File: config.mk
export PLATFORM = sky130hd
export DESIGN_NAME = writeback_unit
export DESIGN_NICKNAME = d
export VERILOG_FILES = /design/src/rtl/writeback_unit.sv
export SDC_FILE = /design/constraint.sdc
export NUM_CORES = 1
export LEC_CHECK = 0
export BUFFER_PORTS_ARGS = -buffer_cell sky130_fd_sc_hd__buf_4
export CAP_MARGIN = 10
export CORE_MARGIN = 5
export CORE_UTILIZATION = 50
export DETAILED_ROUTE_END_ITERATION = 8
export PLACE_DENSITY = 0.71
export SLEW_MARGIN = 5
export SYNTH_ARGS = -nofsm -noshare
export SYNTH_HDL_FRONTEND = slang
export SYNTH_SLANG_ARGS = --single-unit
File: constraint.sdc
create_clock -name clk -period 3.6 [get_ports clk]
set_input_delay 0.72 -clock clk [delete_from_list [all_inputs] [get_ports clk]]
set_output_delay 0.72 -clock clk [all_outputs]
set_load 0.02 [all_outputs]
File: src/rtl/writeback_unit.sv
// writeback_unit: merges load and buffered ALU results onto the register write port and tracks pending destinations
module writeback_unit #(
  parameter int FIFO_DEPTH = 4,
  parameter int NUM_REGS = 32
) (
  input  logic                              clk,
  input  logic                              reset,
  input  logic                              alu_valid,
  output logic                              alu_ready,
  input  logic [4:0]                        alu_rd,
  input  logic [31:0]                       alu_result,
  input  logic                              load_valid,
  input  logic [4:0]                        load_rd,
  input  logic [31:0]                       load_data,
  input  logic                              issue_valid,
  input  logic [4:0]                        issue_rd,
  input  logic [4:0]                        rs_1,
  input  logic [4:0]                        rs_2,
  output logic                              rs1_pending,
  output logic                              rs2_pending,
  output logic [4:0]                        register_write,
  output logic [31:0]                       write_data,
  output logic                              register_write_enable,
  output logic [$clog2(FIFO_DEPTH+1)-1:0]   fifo_count
);
  localparam int AW = $clog2(FIFO_DEPTH);
  localparam int CW = $clog2(FIFO_DEPTH+1);
  logic [4:0]          fifo_rd [FIFO_DEPTH];
  logic [31:0]         fifo_data [FIFO_DEPTH];
  logic [AW-1:0]       wr_ptr, rd_ptr;
  logic                push, pop, sel_valid, write;
  logic [4:0]          sel_rd;
  logic [31:0]         sel_data;
  logic [NUM_REGS-1:0] pending, set_mask, clr_mask;
  always_comb begin
    alu_ready = fifo_count != CW'(FIFO_DEPTH);
    push = alu_valid && alu_ready;
    pop = !load_valid && fifo_count != '0;
    sel_valid = load_valid || pop;
    sel_rd = load_valid ? load_rd : fifo_rd[rd_ptr];
    sel_data = load_valid ? load_data : fifo_data[rd_ptr];
    write = sel_valid && sel_rd != '0;
    set_mask = (issue_valid && issue_rd != '0) ? NUM_REGS'(1) << issue_rd : '0;
    clr_mask = register_write_enable ? NUM_REGS'(1) << register_write : '0;
    rs1_pending = pending[rs_1];
    rs2_pending = pending[rs_2];
  end
  always_ff @(posedge clk)
    if (push) begin
      fifo_rd[wr_ptr] <= alu_rd;
      fifo_data[wr_ptr] <= alu_result;
    end
  // set is applied after clear so a same-edge re-issue keeps the bit
  always_ff @(posedge clk) begin
    if (reset) begin
      wr_ptr <= '0;
      rd_ptr <= '0;
      fifo_count <= '0;
      pending <= '0;
      register_write_enable <= 1'b0;
      register_write <= '0;
      write_data <= '0;
    end else begin
      if (push) wr_ptr <= wr_ptr + 1'b1;
      if (pop) rd_ptr <= rd_ptr + 1'b1;
      fifo_count <= fifo_count + CW'(push) - CW'(pop);
      pending <= (pending & ~clr_mask) | set_mask;
      register_write_enable <= write;
      if (write) begin
        register_write <= sel_rd;
        write_data <= sel_data;
      end
    end
  end
endmodule

== Word-level counts from Yosys, hierarchy flattened ==
Memory sizes are Yosys's and may differ from the RTL's. A register that Yosys moved wholly into a read port is not among the register bits.
Cells that the tools add are included.
Storage, ports and cells
  memories kept: 2
  input bits: 94
  output and inout bits: 44
  word-level logic and storage cells: 44
  flip-flop bits (word level): 77
  RAM bits: 148
Memories
  fifo_data: words 4, bits a word 32, read ports 1, clocked after Yosys merged registers in 1, write ports 1, RTL line 29  | logic [31:0] fifo_data [FIFO_DEPTH];
  fifo_rd: words 4, bits a word 5, read ports 1, clocked after Yosys merged registers in 1, write ports 1, RTL line 28  | logic [4:0] fifo_rd [FIFO_DEPTH];
Cells by class
  eq/ne operators: 1
  shift-type cells: 2
  mux-type cells: 14
  $lt $le $gt $ge: 2
  bitwise operators: 3
  add/subtract/negate cells: 4
  reduce and logical (&&, ||, !) cells: 9
Operators by type and width (number)
  32-bit two-way mux: 3
  1-bit by 5-bit left shift with 32-bit output (first input constant): 2
  32-bit bitwise AND: 1
  32-bit inverter: 1
  32-bit bitwise OR: 1
  5-bit by 6-bit less-than comparator with 1-bit output (second input constant): 2
  1-bit binary-select mux with 5-bit select: 2
  5-bit nonzero test: 2
  2-bit two-way mux: 4
  5-bit two-way mux: 1
  2-bit by 1-bit adder with 2-bit output (second input constant): 2
  1-bit logical AND: 4
  1-bit two-way mux: 4
  3-bit by 1-bit adder with 3-bit output: 1
  3-bit != test (second input constant): 1
  3-bit nonzero test: 1
  3-bit by 1-bit subtractor with 3-bit output: 1
  1-bit zero test: 1
  1-bit logical OR: 1

== Logic depth before layout (Yosys ltp) ==
  depth after elaboration: 5
  depth in mapped cells: 12
  depth with buffers taken out: 12

== Least setup slack after synthesis ==
No wires, ideal clock.
  path type: input -> output
  from: input rs_1[0]
  to: output rs1_pending
  stages: 4
  path slack: 0.436 ns
  arrival time: 2.444 ns
  required time: 2.880 ns
  path buffers: 1
  path through: clkbuf_1 mux4_2 mux4_2 mux2_2
On the way
  longest elaborated chain between the ends: 2
Ends and longest elaborated chain
  start: declaration: RTL line 17  | input logic [4:0] rs_1,
  1-bit binary-select mux with 5-bit select: RTL line 45  | rs1_pending = pending[rs_1];
  1-bit two-way mux (implied by the code): RTL line 45
  end: declaration: RTL line 19  | output logic rs1_pending,
Every way passes these cells. The select of a mux whose other input is x is not followed.

== Worst setup path in the final report ==
  from: input rs_2[0]
  to: output rs2_pending
On the way
  longest elaborated chain between the ends: 2
Ends and longest elaborated chain
  start: declaration: RTL line 18  | input logic [4:0] rs_2,
  1-bit binary-select mux with 5-bit select: RTL line 46  | rs2_pending = pending[rs_2];
  1-bit two-way mux (implied by the code): RTL line 46
  end: declaration: RTL line 20  | output logic rs2_pending,
Every way passes these cells. The select of a mux whose other input is x is not followed.

==> reports/metrics.cfg <==
[run_status]
status=completed

[worst_hold_path]
min_path_type=in2reg

[final_layout]
nets=898
instances_no_fill=1079
diodes=0
syn_to_final_growth_pct=20.76
layout-drive-gt1-share=0.3956

[floorplan]
fp.dieH_um=150.6
dieArea_um2=22690
core_um2=19460
num_rows=51
ios=138
die_w_um=150.6
start_util=0.5081

[timing]
layout_setup_ws_ps=573.8
tightest_slew_ps=1047
skew_ps=12.46
maxSlewViolCount=0
post-route-period-util=0.8406
hold_viol=0
fmax_ghz=0.3304
final.setup.tns_ps=0
hold_slack_ps=412.2
rsz0062_at_grt=no
slew_headroom=0.3018
setup_violations=0
period_minus_slack_ps=3026

[critical_path]
crit_arrival_ps=2310
crit_fanout=8
start_kind=primary input
end_kind=output pin
crit_path_cell_trace=buf_4 -> mux4_2 -> mux4_2 -> mux2_2 -> buf_4
max_stage_delay_ps=510
cp_top_family=multiplexers
worst-setup-path-type=in2out
crit_buf_inv=2
cpMaxStageDelayCell=mux4_2
critPathRequiredTime_ps=2880

[global_routing]
antenna_found_initial=0
grt_pass1_wl_mm=36.47
track_usage=0.2082
grt_pass1_vias=6628
grt_max_degree=54
grt.overflow.total=0

[synthesis]
syn_nets=767
synth_top_area_cell=edfxtp_1
ys_seq_area_frac=0.6093
synth.distinct_cells=44
synth_edf_count=148
synth_common_cells=edfxtp_1 (148), dfxtp_1 (79), nand2_1 (76)
synthCells=666
synth_most_common_cell=edfxtp_1
ys_seq_elements=227
synth.area.top_cells=edfxtp_1 (45%), dfxtp_1 (16%), mux4_2 (12%)
async_reset_ff_frac=0
ys.flop_type=edfxtp_1
syn-cell-area_um2=9889
postSynthAreaPerCell_um2=14.85
synth_top_cell_area_share=0.4494
synth_warnings=0

[cts]
ctsHoldBuffers=0
cts_resized=0
htreeDepth=1
numCtsBuffers=23
cts-root-buf=clkbuf_16
clock_sink_count=227
post_cts_buffers=0
insertion_delay_ps=500
clock_path_buffers=3
cts_tree=done
clk_pin_slew_ps=60

[drt]
drt_iter0_drc=419
wl_mm=23.11
avgViaCountPerCell=5.660
drc=0
dr.pass1.iters=5
wl_per_cell_um=21.42
vias=6107
ant_nets=0

[place]
place_ws_ps=559.7
place_congestion=1.006
port_buffers=137
dp_hpwl_mm=15.79
dp.cells=1037

[power_and_ir_drop]
leakagePower_nw=4.191
power.total_w=0.007974
p_per_area_nw_per_um2=667.7
ir_drop_mv=0.4407

[flow_run]
maxCapViolations=0

[layer usage]
metal | up-vias | wire length, µm | track usage
met1 | 3050 | 9626 | 0.2802
li1 | 2800 | - | -
met5 | - | 0 | 0
met2 | 219 | 11320 | 0.3481
met4 | 0 | 480 | 0.05304
met3 | 38 | 1685 | 0.04395
[cells by family (layout without fill, tap and decap cells)]
kind of cell | after synthesis | in the layout | share of synthesized area
multiplexers | 96 | 96 | 0.1704
XOR/XNOR | 5 | 5 | 0.004429
AO/OA/AOI/OAI | 110 | 110 | 0.1008
AND/OR/NAND/NOR | 142 | 142 | 0.06604
flip-flops | 227 | 227 | 0.6093
adder cells (fa/ha/maj) | 7 | 7 | 0.009615
buffers and inverters | 79 | 227 | 0.03935
[path summary, 6_finish.rpt]
| path | from | depth (start not counted) | slack, ps | to |
|---|---|---|---|---|
| worst min register to register | write_data[0] | 2 | 490 | write_data[0] |
| worst max-delay path | rs_2[0] | 5 | 570 | rs2_pending |
| worst max register to register | register | 7 | 940 | write_data[3] |
| worst min-delay path | alu_result[1] | 1 | 410 | fifo_data[2][1] |
[flip-flops by register name (all words and copies together) (netlist names), named ones only]
register,count
write_data,32
fifo_count,3
pending,32
fifo_data,128
register_write_enable,1
fifo_rd,20
rd_ptr,2
register_write,5
wr_ptr,2
[cell usage in the layout, fill, tap and decap left out, types with 9 or more instances in the layout]
cell	count
dfxtp_1	77
o31ai_1	9
mux2_2	35
nand2_1	76
edfxtp_1	148
inv_1	37
o21ai_0	21
nand2b_1	11
nor2_1	17
mux4_2	54
o32ai_2	30
a21oi_1	36
buf_4	148
clkbuf_16	23
[power by group]
part	total [W]	leakage, nW	switching [W]	internal [W]
combinational	0.00197	1.77	0.00106	0.000903
sequential	0.00338	2.00	0.000238	0.00314
clock	0.00263	0.416	0.000957	0.00167
[layout make-up]
type / instances / area [µm²]
clock buffers: 31 / 635.6
clock inverters: 11 / 209.0
fillers: 1476 / 7520
inverters: 37 / 138.9
multi-input cells: 360 / 3488
flip-flops and latches: 227 / 6028
well taps: 265 / 331.6
repair buffers: 148 / 1111
[stage by stage]
stage,instance area (µm²),util
floorplan,9889,-
global placement,11100,0.5702
detailed placement,11100,0.5702
CTS,11940,0.6136
global route,11940,0.6136
finish,11940,0.6136
No activity file was read; power rests on OpenSTA's default activity.
